===== config.mk =====
export PLATFORM = sky130hd
export DESIGN_NAME = alu_sequencer_flat
export DESIGN_NICKNAME = d
export VERILOG_FILES = /design/src/rtl/alu_sequencer_if.sv /design/src/rtl/alu_sequencer.sv /design/src/flat_wrapper.sv
export SDC_FILE = /design/constraint.sdc
export NUM_CORES = 1
export LEC_CHECK = 0
export ABC_CLOCK_PERIOD_IN_PS = 2050
export CELL_PAD_IN_SITES_DETAIL_PLACEMENT = 0
export CELL_PAD_IN_SITES_GLOBAL_PLACEMENT = 2
export CORE_MARGIN = 2
export CORE_UTILIZATION = 36
export DETAILED_ROUTE_END_ITERATION = 8
export DONT_BUFFER_PORTS = 1
export GPL_TIMING_DRIVEN = 0
export PLACE_DENSITY_LB_ADDON = 0.1
export SYNTH_ARGS = -nofsm -noshare
export SYNTH_HDL_FRONTEND = slang
export SYNTH_SLANG_ARGS = --single-unit

===== constraint.sdc =====
create_clock -name clk -period 2.05 [get_ports clk]
set_input_delay 0.41 -clock clk [delete_from_list [all_inputs] [get_ports clk]]
set_output_delay 0.41 -clock clk [all_outputs]
set_load 0.05 [all_outputs]

===== src/rtl/alu_sequencer_if.sv =====
// Request/response bus between a client and the ALU sequencer.
// Latency: none (wires only).
// Backpressure: valid/ready on both the request and the response side.
interface alu_sequencer_if #(
  parameter int WIDTH = 32
);
  logic             req_valid;
  logic             req_ready;
  logic [2:0]       req_op;
  logic [WIDTH-1:0] req_a;
  logic [WIDTH-1:0] req_b;
  logic             rsp_valid;
  logic             rsp_ready;
  logic [WIDTH-1:0] rsp_result;
  logic             rsp_carry;
  logic             rsp_zero;
  logic             rsp_err;

  // Client side: issues requests, consumes responses.
  modport master (
    output req_valid, req_op, req_a, req_b, rsp_ready,
    input  req_ready, rsp_valid, rsp_result, rsp_carry, rsp_zero, rsp_err
  );

  // Sequencer side.
  modport slave (
    input  req_valid, req_op, req_a, req_b, rsp_ready,
    output req_ready, rsp_valid, rsp_result, rsp_carry, rsp_zero, rsp_err
  );
endinterface


===== src/rtl/alu_sequencer.sv =====
// Sequences AND/OR/ADD/SUB/MUL requests through an external combinational ALU.
// Latency: accept edge to rsp_valid is 1 edge (AND/OR/ADD/illegal), 2 (SUB), WIDTH (MUL).
// Backpressure: one request in flight; the response is held until rsp_ready, req_ready only in IDLE.
module alu_sequencer #(
  parameter int WIDTH = 32
) (
  input  logic             clk,
  input  logic             rst_n,
  alu_sequencer_if.slave   bus,
  output logic [WIDTH-1:0] alu_a,
  output logic [WIDTH-1:0] alu_b,
  output logic [3:0]       alu_sel,
  input  logic [WIDTH-1:0] alu_out,
  input  logic             alu_cout,
  input  logic             alu_z
);

  localparam int CW = $clog2(WIDTH);

  typedef enum logic [2:0] {
    S_IDLE,
    S_EXEC,
    S_NEG,
    S_SUBADD,
    S_MUL,
    S_RESP
  } state_t;

  state_t           r_state;
  logic [2:0]       r_op;
  logic [WIDTH-1:0] r_a;
  logic [WIDTH-1:0] r_b;
  logic [WIDTH-1:0] r_t;
  logic [WIDTH-1:0] r_acc;
  logic [WIDTH-1:0] r_mcand;
  logic [WIDTH-1:0] r_mplier;
  logic [CW-1:0]    r_cnt;
  logic             r_rsp_valid;
  logic [WIDTH-1:0] r_result;
  logic             r_carry;
  logic             r_zero;
  logic             r_err;

  logic             w_illegal;
  logic [WIDTH-1:0] w_acc_nxt;
  logic             w_mul_last;

  // Ops 101..111 never touch the ALU.
  assign w_illegal  = (r_op > 3'd4);
  // Shift-and-add: only add the shifted multiplicand when the current multiplier bit is set.
  assign w_acc_nxt  = r_mplier[0] ? alu_out : r_acc;
  assign w_mul_last = (r_cnt == CW'(WIDTH - 1));

  // req_ready is gated by rst_n so it reads 0 for the whole reset, not just after the first edge.
  assign bus.req_ready  = (r_state == S_IDLE) && rst_n;
  assign bus.rsp_valid  = r_rsp_valid;
  assign bus.rsp_result = r_result;
  assign bus.rsp_carry  = r_carry;
  assign bus.rsp_zero   = r_zero;
  assign bus.rsp_err    = r_err;

  // ALU operand/select decode from the registered state; parked at zero when the ALU is idle.
  always_comb begin
    alu_a   = '0;
    alu_b   = '0;
    alu_sel = 4'b0000;
    case (r_state)
      S_EXEC: begin
        if (!w_illegal) begin
          alu_a   = r_a;
          alu_b   = r_b;
          alu_sel = {1'b0, r_op};
        end
      end
      S_NEG: begin
        alu_a   = ~r_b;
        alu_b   = WIDTH'(1);
        alu_sel = 4'b0010;
      end
      S_SUBADD: begin
        alu_a   = r_a;
        alu_b   = r_t;
        alu_sel = 4'b0010;
      end
      S_MUL: begin
        alu_a   = r_acc;
        alu_b   = r_mcand;
        alu_sel = 4'b0010;
      end
      default: begin
        alu_a   = '0;
        alu_b   = '0;
        alu_sel = 4'b0000;
      end
    endcase
  end

  // Sequencer FSM with registered response outputs; reset aborts any operation in flight.
  always_ff @(posedge clk or negedge rst_n) begin
    if (!rst_n) begin
      r_state     <= S_IDLE;
      r_op        <= '0;
      r_a         <= '0;
      r_b         <= '0;
      r_t         <= '0;
      r_acc       <= '0;
      r_mcand     <= '0;
      r_mplier    <= '0;
      r_cnt       <= '0;
      r_rsp_valid <= 1'b0;
      r_result    <= '0;
      r_carry     <= 1'b0;
      r_zero      <= 1'b0;
      r_err       <= 1'b0;
    end else begin
      case (r_state)
        S_IDLE: begin
          if (bus.req_valid) begin
            r_op <= bus.req_op;
            r_a  <= bus.req_a;
            r_b  <= bus.req_b;
            case (bus.req_op)
              3'd3: r_state <= S_NEG;
              3'd4: begin
                r_acc    <= '0;
                r_mcand  <= bus.req_a;
                r_mplier <= bus.req_b;
                r_cnt    <= '0;
                r_state  <= S_MUL;
              end
              default: r_state <= S_EXEC;
            endcase
          end
        end
        S_EXEC: begin
          if (w_illegal) begin
            r_result <= '0;
            r_carry  <= 1'b0;
            r_zero   <= 1'b1;
            r_err    <= 1'b1;
          end else begin
            r_result <= alu_out;
            r_carry  <= (r_op == 3'd2) ? alu_cout : 1'b0;
            r_zero   <= alu_z;
            r_err    <= 1'b0;
          end
          r_rsp_valid <= 1'b1;
          r_state     <= S_RESP;
        end
        S_NEG: begin
          // Two's-complement of B; the carry out of this step is meaningless.
          r_t     <= alu_out;
          r_state <= S_SUBADD;
        end
        S_SUBADD: begin
          r_result    <= alu_out;
          r_carry     <= alu_cout;
          r_zero      <= alu_z;
          r_err       <= 1'b0;
          r_rsp_valid <= 1'b1;
          r_state     <= S_RESP;
        end
        S_MUL: begin
          r_acc    <= w_acc_nxt;
          r_mcand  <= r_mcand << 1;
          r_mplier <= r_mplier >> 1;
          r_cnt    <= r_cnt + CW'(1);
          if (w_mul_last) begin
            r_result    <= w_acc_nxt;
            r_carry     <= 1'b0;
            r_zero      <= (w_acc_nxt == '0);
            r_err       <= 1'b0;
            r_rsp_valid <= 1'b1;
            r_state     <= S_RESP;
          end
        end
        S_RESP: begin
          if (bus.rsp_ready) begin
            r_rsp_valid <= 1'b0;
            r_state     <= S_IDLE;
          end
        end
        default: r_state <= S_IDLE;
      endcase
    end
  end

endmodule


===== src/flat_wrapper.sv =====
// flat-port wrapper written by rule: the top's interface ports become plain ports
module alu_sequencer_flat 
#(
  parameter int WIDTH = 32
)
  (clk, rst_n, alu_a, alu_b, alu_sel, alu_out, alu_cout, alu_z, bus_req_valid, bus_req_op, bus_req_a, bus_req_b, bus_rsp_ready, bus_req_ready, bus_rsp_valid, bus_rsp_result, bus_rsp_carry, bus_rsp_zero, bus_rsp_err);
  alu_sequencer_if #(.WIDTH(WIDTH)) bus_i ();
  input  logic clk;
  input  logic rst_n;
  output logic [WIDTH-1:0] alu_a;
  output logic [WIDTH-1:0] alu_b;
  output logic [3:0] alu_sel;
  input  logic [WIDTH-1:0] alu_out;
  input  logic alu_cout;
  input  logic alu_z;
  input wire logic [$bits(bus_i.req_valid)-1:0] bus_req_valid;
  input wire logic [$bits(bus_i.req_op)-1:0] bus_req_op;
  input wire logic [$bits(bus_i.req_a)-1:0] bus_req_a;
  input wire logic [$bits(bus_i.req_b)-1:0] bus_req_b;
  input wire logic [$bits(bus_i.rsp_ready)-1:0] bus_rsp_ready;
  output wire logic [$bits(bus_i.req_ready)-1:0] bus_req_ready;
  output wire logic [$bits(bus_i.rsp_valid)-1:0] bus_rsp_valid;
  output wire logic [$bits(bus_i.rsp_result)-1:0] bus_rsp_result;
  output wire logic [$bits(bus_i.rsp_carry)-1:0] bus_rsp_carry;
  output wire logic [$bits(bus_i.rsp_zero)-1:0] bus_rsp_zero;
  output wire logic [$bits(bus_i.rsp_err)-1:0] bus_rsp_err;
  assign bus_i.req_valid = bus_req_valid;
  assign bus_i.req_op = bus_req_op;
  assign bus_i.req_a = bus_req_a;
  assign bus_i.req_b = bus_req_b;
  assign bus_i.rsp_ready = bus_rsp_ready;
  assign bus_req_ready = bus_i.req_ready;
  assign bus_rsp_valid = bus_i.rsp_valid;
  assign bus_rsp_result = bus_i.rsp_result;
  assign bus_rsp_carry = bus_i.rsp_carry;
  assign bus_rsp_zero = bus_i.rsp_zero;
  assign bus_rsp_err = bus_i.rsp_err;
  alu_sequencer #(.WIDTH(WIDTH)) u_core (.clk(clk), .rst_n(rst_n), .bus(bus_i), .alu_a(alu_a), .alu_b(alu_b), .alu_sel(alu_sel), .alu_out(alu_out), .alu_cout(alu_cout), .alu_z(alu_z));
endmodule

==> impl_metrics.json <==
{
  "outcome": "complete, but fails checks",
  "violations": "negative hold slack, negative setup slack",
  "nets": 1414,
  "layout_common_cells": "nand2_1 (268), dfrtp_1 (236), dlygate4sd3_1 (90), nor2_1 (81), o21ai_1 (67)",
  "cpPeakStageDelay_ns": 0.63,
  "grt_setup_unrepaired": "true",
  "routedWlPerCell_um": 25.1,
  "drv_cap": 0,
  "wl_met1_um": 18900,
  "placementRows": 64,
  "cp_data_arrival_time_ns": 2.32,
  "cts_hold_buf": 90,
  "clockBufferDepth": 3,
  "io_pins": 210,
  "slew_headroom_pct": 47.3,
  "grt_pass1_wl_um": 63500,
  "gp_congestion": 0.842,
  "antenna_found_initial": 0,
  "ir_drop_mv": 1.12,
  "setup_viol": 98,
  "p_leak_nw": 7.48,
  "ys_ff_latch": 239,
  "drtIter0Drc": 930,
  "clk_latency_ns": 0.55,
  "drt_first_pass_iters": 5,
  "synth_warnings": 0,
  "syn-num-nets": 1228,
  "wirelength_um": 43200,
  "synth_cells": 1121,
  "final_common_cell": "nand2_1",
  "finalHoldViolations": 239,
  "critPathKind": "register to primary output",
  "fin_area_um2": 15200,
  "cp_slowest_cell": "a222oi_1",
  "grt_pass1_vias": 9642,
  "period_share_pct": 133,
  "worst_setup_path_end_kind": "primary output",
  "start_util_pct": 36.5,
  "crit_path_start_kind": "register",
  "worstPathRequired_ns": 1.64,
  "grt_max_degree": 241,
  "cts_buffers": 29,
  "whs_ns": -0.443,
  "met3WireLength_um": 4020,
  "placed_area_um2": 11700,
  "syn_avg_cell_area_um2": 9.96,
  "syn-cell-area_um2": 11200,
  "drt_drc_violations_left": 0,
  "path_max_fanout": 6,
  "synth_cell_types": 55,
  "period_needed_ns": 2.73,
  "worst_pin_slew_ns": 0.791,
  "dieArea_um2": 32400,
  "core_um2": 30600,
  "die_x_um": 180,
  "fin_skew_ns": 0.0100,
  "clkSinkCount": 239,
  "ant_nets": 0,
  "vias_per_cell": 5.53,
  "postLayoutCoreUtil_pct": 49.8,
  "dp_slack_ns": -0.581,
  "root_buffer": "clkbuf_16",
  "clk_pin_slew_worst_paths_ns": 0.06,
  "seq_area_frac_synth_pct": 53.6,
  "synth_edf_count": 0,
  "clock.fmax_mhz": 366,
  "grt.total_usage_pct": 26.0,
  "synthArstFlopShare_pct": 100,
  "synth_flop_cell": "dfrtp_1",
  "met2_length_um": 19200,
  "area_growth_pct": 36.6,
  "reg2reg_depth": 7,
  "grt_overflow": 0,
  "top_layer_used": "met4",
  "path_cells": "nor3b_4 > buf_6 > buf_8 > a222oi_1 > inv_2",
  "dp_hpwl_um": 30300,
  "layout-drive-gt1-share_pct": 24.9,
  "num_antenna_cells": 0,
  "hold_class": "input port to async pin",
  "vias": 9529,
  "die_y_um": 180,
  "cts_tree": "yes",
  "drv_slew": 0,
  "cts_max_level": 1,
  "worst_slack_ns": -0.684,
  "power_density_nw_per_um2": 1820,
  "portBuffers": 0
}
[where the power goes]
group / internal (mW) / leakage [nW] / switching [mW] / total (mW)
sequential: 6.63 / 3.00 / 3.10 / 9.73
combinational: 5.21 / 4.01 / 7.70 / 12.9
clock: 3.09 / 0.476 / 2.07 / 5.17
[synthesized netlist by cell type (3+ instances only)]
| library cell | n | area share (%) |
|---|---|---|
| a21o_1 | 32 | 2.2 |
| a21oi_1 | 37 | 1.7 |
| a221o_1 | 75 | 6.7 |
| a222oi_1 | 20 | 1.8 |
| a22o_1 | 4 | 0.31 |
| and2_1 | 12 | 0.67 |
| buf_1 | 9 | 0.30 |
| buf_2 | 38 | 1.7 |
| buf_4 | 6 | 0.40 |
| clkbuf_1 | 31 | 1.0 |
| dfrtp_1 | 239 | 54 |
| inv_1 | 25 | 0.84 |
| mux2_2 | 32 | 3.2 |
| mux2i_1 | 63 | 5.6 |
| nand2_1 | 268 | 9.0 |
| nor2_1 | 92 | 3.1 |
| nor3_1 | 5 | 0.22 |
| nor4_1 | 6 | 0.34 |
| nor4b_1 | 3 | 0.24 |
| o211ai_1 | 3 | 0.20 |
| o21ai_0 | 4 | 0.18 |
| o21ai_1 | 69 | 3.1 |
| or4_1 | 7 | 0.47 |
[timing repair]
| action | 4_1_cts | 5_1_grt |
|---|---|---|
| endpoints found under the setup margin | 256 | 193 |
| setup buffers | 35 | 33 |
| gates resized for setup | 169 | 77 |
| hold endpoints to repair | 338 | 239 |
| cloned | 3 | 3 |
| pin swaps | 38 | 39 |
[state kept, by name, summed over array words and instances, names as in the netlist]
signal                 cells
u_core.bus.rsp_carry       1
u_core.bus.rsp_err         1
u_core.bus.rsp_result     32
u_core.bus.rsp_valid       1
u_core.bus.rsp_zero        1
u_core.r_a                32
u_core.r_acc              32
u_core.r_b                32
u_core.r_cnt               5
u_core.r_mcand            32
u_core.r_mplier           32
u_core.r_op                3
u_core.r_state             3
u_core.r_t                32
[kinds of logic (layout without fill, tap and decap cells)]
| kind of cell | Yosys count | in the layout | synth area share (%) |
|---|---|---|---|
| AND/OR/NAND/NOR | 413 | 413 | 15.5 |
| other | 1 | 1 | 0.0336 |
| flip-flops | 239 | 239 | 53.6 |
| buffers and inverters | 110 | 316 | 4.33 |
| multiplexers | 95 | 95 | 8.88 |
| XOR/XNOR | 1 | 1 | 0.0785 |
| AO/OA/AOI/OAI | 260 | 260 | 17.3 |
| adder cells (fa/ha/maj) | 2 | 2 | 0.224 |
[through the flow]
step / power (mW) / setup TNS (ns) / std cells / hold WS (ns)
3_3_place_gp: 19.8 / -82.12 / 1517 / 0.125
5_1_grt: 29.2 / -48.00 / 1723 / -0.465
2_1_floorplan: 16.9 / -0.293 / 1121 / 0.114
3_5_place_dp: 19.9 / -80.90 / 1517 / 0.124
6_report: 27.8 / -40.38 / 1723 / -0.443
4_1_cts: 27.2 / -43.99 / 1694 / -0.461
[critical path, delay by kind of cell, from the launching register on]
kind                   cells  cell delay [ns]
buffers and inverters      3             0.55
AOI/OAI and AO/OA          1             0.63
DFF                        1             0.43
and+or+nand+nor            1             0.17
[cell type report]
cell class                      instances  area (um2)
Buffer                                 79         688
Timing Repair Buffer                  160        1640
Clock inverter                          7        66.3
Fill cell                            2895       15300
Tap cell                              396         495
Clock buffer                           44         892
Inverter                               26         109
Sequential cell                       239        5980
Multi-Input combinational cell        772        5370
[worst paths after layout]
path	from	to	slack [ns]
worst max-delay path	u_core.r_state[2]$_DFFE_PN0P_	alu_b[1]	-0.68
worst min-delay path	rst_n	u_core.bus.rsp_result[29]$_DFFE_PN0P_	-0.44
worst max register to register	u_core.r_state[2]$_DFFE_PN0P_	u_core.bus.rsp_result[28]$_DFFE_PN0P_	-0.17
worst min register to register	u_core.r_mplier[20]$_DFFE_PN0P_	u_core.r_mplier[20]$_DFFE_PN0P_	0.48
max in group asynchronous	rst_n	u_core.r_op[2]$_DFFE_PN0P_	1.85
min in group clk	bus_req_a[22]	u_core.r_mcand[22]$_DFFE_PN0P_	0.02
[routing by layer]
layer	GRT usage, %	vias to the layer above
met5	0	-
met4	6.65	0
met3	7.78	65
met2	40.1	363
met1	35.8	4740
li1	-	4361
No activity file was read; power rests on OpenSTA's default activity.
